### src/rtl/uart_tx_ctrl.sv
// UART transmit frame sequencer: takes a byte over valid/ready and shifts out
// start, 8 data bits LSB-first, optional parity and 1 or 2 stop bits on o_tx.
module uart_tx_ctrl #(
  parameter int CLKS_PER_BIT = 16
) (
  input  logic       i_clk,
  input  logic       i_rst,
  input  logic [7:0] i_p_data,
  input  logic       i_data_valid,
  input  logic       i_par_en,
  input  logic       i_par_typ,
  input  logic       i_stop2,
  output logic       o_ready,
  output logic       o_tx,
  output logic       o_busy,
  output logic       o_done
);

  localparam int CW = (CLKS_PER_BIT > 1) ? $clog2(CLKS_PER_BIT) : 1;
  localparam logic [CW-1:0] BAUD_LAST = CW'(CLKS_PER_BIT - 1);

  typedef enum logic [2:0] {
    S_IDLE   = 3'd0,
    S_START  = 3'd1,
    S_DATA   = 3'd2,
    S_PARITY = 3'd3,
    S_STOP   = 3'd4
  } state_t;

  state_t          r_state;
  state_t          w_state_nxt;
  logic [CW-1:0]   r_baud_cnt;
  logic [2:0]      r_bit_idx;
  logic [2:0]      w_bit_idx_nxt;
  logic            r_stop_cnt;
  logic [7:0]      r_data;
  logic            r_par_en;
  logic            r_par_typ;
  logic            r_stop2;
  logic            r_tx;
  logic            r_busy;
  logic            r_ready;
  logic            r_done;
  logic            w_accept;
  logic            w_bit_end;
  logic            w_stop_last;
  logic            w_par_bit;
  logic            w_tx_nxt;
  logic            w_busy_nxt;
  logic            w_done_nxt;

  // Handshake: a byte transfers on a rising edge where i_data_valid and
  // o_ready are both high; valid while not ready is dropped, never queued.
  assign w_accept    = i_data_valid && r_ready;
  assign w_bit_end   = (r_baud_cnt == BAUD_LAST);
  assign w_stop_last = !r_stop2 || r_stop_cnt;
  assign w_par_bit   = r_par_typ ? ~^r_data : ^r_data;

  // State register, counters and frame configuration latch.
  always_ff @(posedge i_clk) begin
    if (i_rst) begin
      r_state    <= S_IDLE;
      r_baud_cnt <= '0;
      r_bit_idx  <= '0;
      r_stop_cnt <= 1'b0;
      r_data     <= '0;
      r_par_en   <= 1'b0;
      r_par_typ  <= 1'b0;
      r_stop2    <= 1'b0;
    end else begin
      r_state   <= w_state_nxt;
      r_bit_idx <= w_bit_idx_nxt;
      if (r_state == S_IDLE || w_bit_end) r_baud_cnt <= '0;
      else                                r_baud_cnt <= r_baud_cnt + 1'b1;
      if (r_state == S_STOP && w_bit_end) r_stop_cnt <= !w_stop_last;
      if (w_accept) begin
        r_data    <= i_p_data;
        r_par_en  <= i_par_en;
        r_par_typ <= i_par_typ;
        r_stop2   <= i_stop2;
      end
    end
  end

  always_comb begin
    w_state_nxt   = r_state;
    w_bit_idx_nxt = r_bit_idx;
    unique case (r_state)
      S_IDLE: begin
        w_bit_idx_nxt = '0;
        if (w_accept) w_state_nxt = S_START;
      end
      S_START:  if (w_bit_end) w_state_nxt = S_DATA;
      S_DATA: begin
        if (w_bit_end) begin
          w_bit_idx_nxt = r_bit_idx + 3'd1;
          if (r_bit_idx == 3'd7) w_state_nxt = r_par_en ? S_PARITY : S_STOP;
        end
      end
      S_PARITY: if (w_bit_end) w_state_nxt = S_STOP;
      S_STOP:   if (w_bit_end && w_stop_last) w_state_nxt = S_IDLE;
      default:  w_state_nxt = S_IDLE;
    endcase
  end

  // Outputs are decoded from the upcoming state so they land registered,
  // aligned with the state they describe.
  always_comb begin
    w_tx_nxt = 1'b1;
    unique case (w_state_nxt)
      S_START:  w_tx_nxt = 1'b0;
      S_DATA:   w_tx_nxt = r_data[w_bit_idx_nxt];
      S_PARITY: w_tx_nxt = w_par_bit;
      default:  w_tx_nxt = 1'b1;
    endcase
    w_busy_nxt = (w_state_nxt != S_IDLE);
    w_done_nxt = (r_state == S_STOP) && (w_state_nxt == S_IDLE);
  end

  always_ff @(posedge i_clk) begin
    if (i_rst) begin
      r_tx    <= 1'b1;
      r_busy  <= 1'b0;
      r_ready <= 1'b1;
      r_done  <= 1'b0;
    end else begin
      r_tx    <= w_tx_nxt;
      r_busy  <= w_busy_nxt;
      r_ready <= !w_busy_nxt;
      r_done  <= w_done_nxt;
    end
  end

  assign o_tx    = r_tx;
  assign o_busy  = r_busy;
  assign o_ready = r_ready;
  assign o_done  = r_done;

endmodule

### config.mk
export PLATFORM = sky130hd
export DESIGN_NAME = uart_tx_ctrl
export DESIGN_NICKNAME = d
export VERILOG_FILES = /design/src/rtl/uart_tx_ctrl.sv
export SDC_FILE = /design/constraint.sdc
export NUM_CORES = 1
export LEC_CHECK = 0
export CAP_MARGIN = 10
export CORE_AREA = 3 3 61 63
export DETAILED_ROUTE_END_ITERATION = 7
export DIE_AREA = 0 0 64 66
export DONT_BUFFER_PORTS = 1
export MAX_ROUTING_LAYER = met4
export PLACE_DENSITY = 0.54
export SETUP_SLACK_MARGIN = 0.15
export SLEW_MARGIN = 20
export SYNTH_ARGS = -nofsm -noshare
export SYNTH_HDL_FRONTEND = slang
export SYNTH_SLANG_ARGS = --single-unit
export TNS_END_PERCENT = 5
### constraint.sdc
create_clock -name i_clk -period 5.4 [get_ports i_clk]
set_input_delay 0.81 -clock i_clk [delete_from_list [all_inputs] [get_ports i_clk]]
set_output_delay 0.81 -clock i_clk [all_outputs]
set_load 0.02 [all_outputs]
==> results of run 1 <==
==> report_power, final <==
group | total [uW] | internal, uW | switching (uW)
Clock | 135 | 75.0 | 59.8
Sequential | 210 | 200 | 10.0
Combinational | 35.5 | 17.2 | 18.3
==> flip-flops by register name, summed over array words and instances, names as in the netlist <==
name / count
o_busy: 1
o_done: 1
o_ready: 1
o_tx: 1
r_baud_cnt: 4
r_bit_idx: 3
r_data: 8
r_par_en: 1
r_par_typ: 1
r_state: 3
r_stop2: 1
r_stop_cnt: 1
==> layout make-up <==
| cell class | count | share of cell area (%) |
|---|---|---|
| multi-input combinational | 113 | 51.1 |
| clock inverter | 1 | 2.25 |
| tap | 46 | 4.31 |
| clock buffer | 3 | 1.69 |
| sequential | 26 | 39.0 |
| inverter | 6 | 1.69 |
==> metrics by stage <==
stage | setup WS, ns | instances | cell area [um^2] | hold WS, ns | total power, uW
final | 3.32 | 195 | 1340 | 0.462 | 381
after global routing | 3.18 | 195 | 1340 | 0.500 | 399
after detailed placement | 3.02 | 191 | 1280 | 0.450 | 251
after global placement | 3.09 | 191 | 1280 | 0.433 | 250
after floorplan | 3.42 | 151 | 1260 | 0.418 | 247
after CTS | 3.29 | 195 | 1340 | 0.470 | 386
==> layer usage <==
| layer | wire, um | global-route usage [%] |
|---|---|---|
| met1 | 1250 | 17.2 |
| met2 | 1260 | 21.9 |
| met3 | 60 | 1.87 |
| met4 | 21 | 5.12 |
| met5 | 0 | - |
==> cells in the final DEF (no fill, tap or decap), drive strengths merged, types with 2 or more instances in the layout <==
| cell type | n |
|---|---|
| a21oi | 16 |
| and2 | 2 |
| and3 | 3 |
| clkbuf | 3 |
| dfxtp | 26 |
| ha | 3 |
| inv | 6 |
| mux2i | 3 |
| nand2 | 28 |
| nand3 | 5 |
| nand4 | 2 |
| nor2 | 12 |
| nor3 | 6 |
| o21ai | 3 |
| o22ai | 2 |
| or2 | 3 |
| xnor2 | 9 |
==> path summary, 6_finish.rpt <==
check	endpoint	slack [ns]
worst min register to register	r_baud_cnt[0]	0.46
worst min-delay path	r_baud_cnt[0]	0.46
worst max-delay path	o_tx	3.32
worst max register to register	o_tx	3.32
==> kinds of logic after synthesis <==
group / after synthesis / synth area share [%]
compound gates: 32 / 16.8
fa+ha+maj: 3 / 2.99
flops: 26 / 41.4
simple gates: 64 / 24.3
xor+xnor: 10 / 6.97
buf+inv: 12 / 4.28
mux: 4 / 3.28
==> flow_summary.toml, run 1 <==
[sta]
clock_skew_ns = 0.00415
rsz0062_at_grt = "false"
period_minus_slack_ns = 2.08
fin_crit_sh_pct = 38.4
hold_viol_final = 0
setup_tns_ns = 0
tightest_slew_ns = 0.547
maxSlewViolCount = 0
slew_headroom_pct = 63.4
fmax_ghz = 0.482
finalSetupViolCount = 0

[critical_path]
cp.depth = 5
arrival_ns = 2.28
crit_type = "flop to flop"
crit_path_max_fanout = 12
worstReg2RegStart = "o_ready"
cp_top_family = "compound AO/OA/AOI/OAI gates"
required_ns = 5.60
cp-end-kind = "flop"
critical-path-max-stage-delay_ns = 0.48
path_cells = "and2_1 -> a21oi_1 -> a221o_1 -> a2111oi_0 -> a41oi_2"
cp-start-kind = "flop"
cp_num_buf_inv = 0
slowest_stage = "dfxtp_1"
startpoint = "o_ready"
ff2ff_path_depth = 5

[floorplanning]
rows = 21
start_util_pct = 38.3
io_pins = 18
die_area_um2 = 4220
core-area_um2 = 3280
die_height_um = 66
fp.dieW_um = 64

[synth]
synth_ff_type = "dfxtp_1"
synth_edf_count = 0
synth.top_cell.area_share_pct = 41.4
yosys.cell_types.count = 39
synth_seq_cells = 26
yosysSeqAreaShare_pct = 41.4
synth_area_per_cell_um2 = 8.33
synth_cells = 151
syn-num-nets = 168
synth_top_area_cell = "dfxtp_1"
synth_most_common_cell = "nand2_1"
synth.area.top_cells = "dfxtp_1, nand2_1, a21oi_1"
async_flop_share_pct = 0
synth_common_cells = "nand2_1, dfxtp_1, a21oi_1"
ys_warn_count = 0
syn_area_um2 = 1260

[global_routing]
grt_pass1_vias = 999
grt_pass1_wl_mm = 4.42
gr-total-overflow = 0
grt_max_degree = 24
antenna_found_initial = 0
grt_use_total_pct = 13.6

[status]
status = "finished, final reports clean"

[clock_network]
cts-buffers-inserted = 3
ctsHoldBuffers = 0
cts_sinks = 26
cts_tree = "yes"
post_cts_buffers = 0
clk_pin_slew_ns = 0.15
htreeDepth = 1
cts_resized = 0
clk_latency_ns = 0.32
cts_root_buf = "clkbuf_4"
cts_max_path_buffers = 2

[power]
power_density_nw_per_um2 = 285
ir_drop_mv = 0.134
leakagePower_uw = 0.000483

[placement]
hpwl_mm = 1.92
finalWeightedCongestion = 0.800
io_buffers = 0

[detailed_routing]
wirelength_mm = 2.59
vias = 1020
drt_iter0_markers = 36
wl_per_cell_um = 13.3
route.detailed.drc = 0
viasPerCell = 5.23
dr.pass1.iters = 4
ant_nets = 0

[cells_and_area]
drive_gt1_share_pct = 7.38
area_delta_synth_final_pct = 6.27
antenna_cells = 0
final_core_util_pct = 40.7
finalNetCount = 167
ff_latch_area_um2 = 520
multi_input_area_um2 = 683
fill_cells = 339

[hold_path]
min_from = "r_baud_cnt[0]"
min_delay_path_depth = 1
hold_class = "flop to flop"

[flow_run]
timing.max_cap.violations = 0
Power figures use the tool's default switching activity.
==> inputs of run 2 (changes only) <==
--- a/config.mk
+++ b/config.mk
@@ -11,7 +11,7 @@
 export DIE_AREA = 0 0 64 66
 export DONT_BUFFER_PORTS = 1
 export MAX_ROUTING_LAYER = met4
-export PLACE_DENSITY = 0.54
+export PLACE_DENSITY = 0.56
 export SETUP_SLACK_MARGIN = 0.15
 export SLEW_MARGIN = 20
 export SYNTH_ARGS = -nofsm -noshare
==> constraint.sdc (replaced) <==
create_clock -name i_clk -period 1.8 [get_ports i_clk]
set_input_delay 0.27 -clock i_clk [delete_from_list [all_inputs] [get_ports i_clk]]
set_output_delay 0.27 -clock i_clk [all_outputs]
set_load 0.02 [all_outputs]
==> flow_summary.toml, run 2 (synthesized netlist as in run 1, its figures left out) <==
[clock_network]
htreeDepth = 1
clk_pin_slew_ns = 0.14
cts-buffers-inserted = 3
cts_root_buf = "clkbuf_4"
post_cts_buffers = 0
cts_sinks = 26
cts_tree = "yes"
clk_latency_ns = 0.31
cts_max_path_buffers = 2

[cells_and_area]
antenna_cells = 0
top_regs = "r_data x8, r_baud_cnt x4"
drive_gt1_share_pct = 29.7
layout_common_cells = "nand2_1, dfxtp_1, a21oi_1, buf_4, nor2_1"
finalNonFillerCells = 218
largest_reg_flops = 8
top_register = "r_data"
area_delta_synth_final_pct = 33.3
layout_commonest_cell = "nand2_1"
finalNetCount = 191

[critical_path]
required_ns = 2.05
crit_type = "flop to flop"
path_cells = "ha_4 -> nand3_4 -> or2_4 -> o211ai_1 -> a211oi_2 -> a211o_1 -> a41oi_2"
cp_top_family = "compound AO/OA/AOI/OAI gates"
cp-start-kind = "flop"
arrival_ns = 2.01
crit_path_max_fanout = 4
slowest_stage = "dfxtp_2"
critical-path-max-stage-delay_ns = 0.39
cp-end-kind = "flop"
cp_num_buf_inv = 0

[detailed_routing]
route.detailed.drc = 0
viasPerCell = 5.14
wirelength_mm = 3.02
drt_iter0_markers = 21
ant_nets = 0
dr.pass1.iters = 4
wl_per_cell_um = 13.8
vias = 1121

[global_routing]
grt_use_total_pct = 14.8
grt_pass1_wl_mm = 4.80
grt_max_degree = 24
antenna_found_initial = 0
gr-total-overflow = 0
grt_pass1_vias = 1095

[sta]
hold_viol_final = 0
period_minus_slack_ns = 1.75
setup_tns_ns = 0
slew_headroom_pct = 65.3
fmax_ghz = 0.570
tightest_slew_ns = 0.519
fin_ws_ns = 0.0471
hold_slack_ns = 0.0111
fin_crit_sh_pct = 97.4
clock_skew_ns = 0.00969
rsz0062_at_grt = "true"
maxSlewViolCount = 0
finalSetupViolCount = 0

[placement]
finalWeightedCongestion = 0.820
io_buffers = 0
dp_slack_ns = 0.0303
place_inst = 205
hpwl_mm = 2.08

[floorplanning]
fp.dieW_um = 64
die_area_um2 = 4220
start_util_pct = 38.3
core-area_um2 = 3280
io_pins = 18
rows = 21
die_height_um = 66

[hold_path]
hold_class = "input port to flop"

[power]
ir_drop_mv = 0.426
finalPower_uw = 1050
power_density_nw_per_um2 = 624
leakagePower_uw = 0.000609

[status]
status = "finished, final reports clean"

[flow_run]
timing.max_cap.violations = 0
==> run 2: cell count changes in the layout (fill, tap and decap cells not counted), moves of 5 or more <==
cell           change
buf_4             +13
dlygate4sd3_1     +10
dfxtp_1            -5
dfxtp_2            +5
==> run 2: stage by stage <==
stage / utilization [%] / area (um^2)
2_1_floorplan: - / 1300
3_5_place_dp: 43.6 / 1430
3_3_place_gp: 43.6 / 1430
4_1_cts: 48.8 / 1600
6_report: 51.0 / 1680
5_1_grt: 51.0 / 1680
==> run 2: routing by layer <==
metal  vias up  wire length, um  GRT usage [%]
met5         -                0              -
met4         0               22           5.39
met3         2              125           1.53
met2        26             1460           25.8
met1       524             1410           17.6
li1        569                -              -
==> run 2: path summary, 6_finish.rpt <==
kind	slack (ns)	end	cells after the start	start
max	0.05	o_tx	7	r_baud_cnt[0]
min	0.01	o_done	1	i_rst
max reg2reg	0.05	o_tx	7	r_baud_cnt[0]
min reg2reg	0.46	r_baud_cnt[0]	1	r_baud_cnt[0]
==> run 2: power breakdown <==
group / internal (uW) / leakage (uW) / switching, uW
Combinational: 91.5 / 0.000381 / 84.6
Clock: 78.1 / 0.0000138 / 164
Sequential: 601 / 0.000215 / 26.5
Total: 771 / 0.000609 / 275
==> run 2: timing repair <==
action / in CTS / in global routing
hold buffers: 9 / 1
endpoints found under the hold margin: 14 / 9
gates resized for setup: 11 / 14
cloned: 0 / 0
pin swaps: 5 / 10
setup endpoints to repair: 4 / 15
==> run 2: area by class of cell <==
class	instances	area, um^2
Fill cell	316	1610
Tap cell	46	57.6
Sequential cell	26	527
Clock buffer	3	22.5
Timing Repair Buffer	24	209
Inverter	6	22.5
Multi-Input combinational cell	113	838
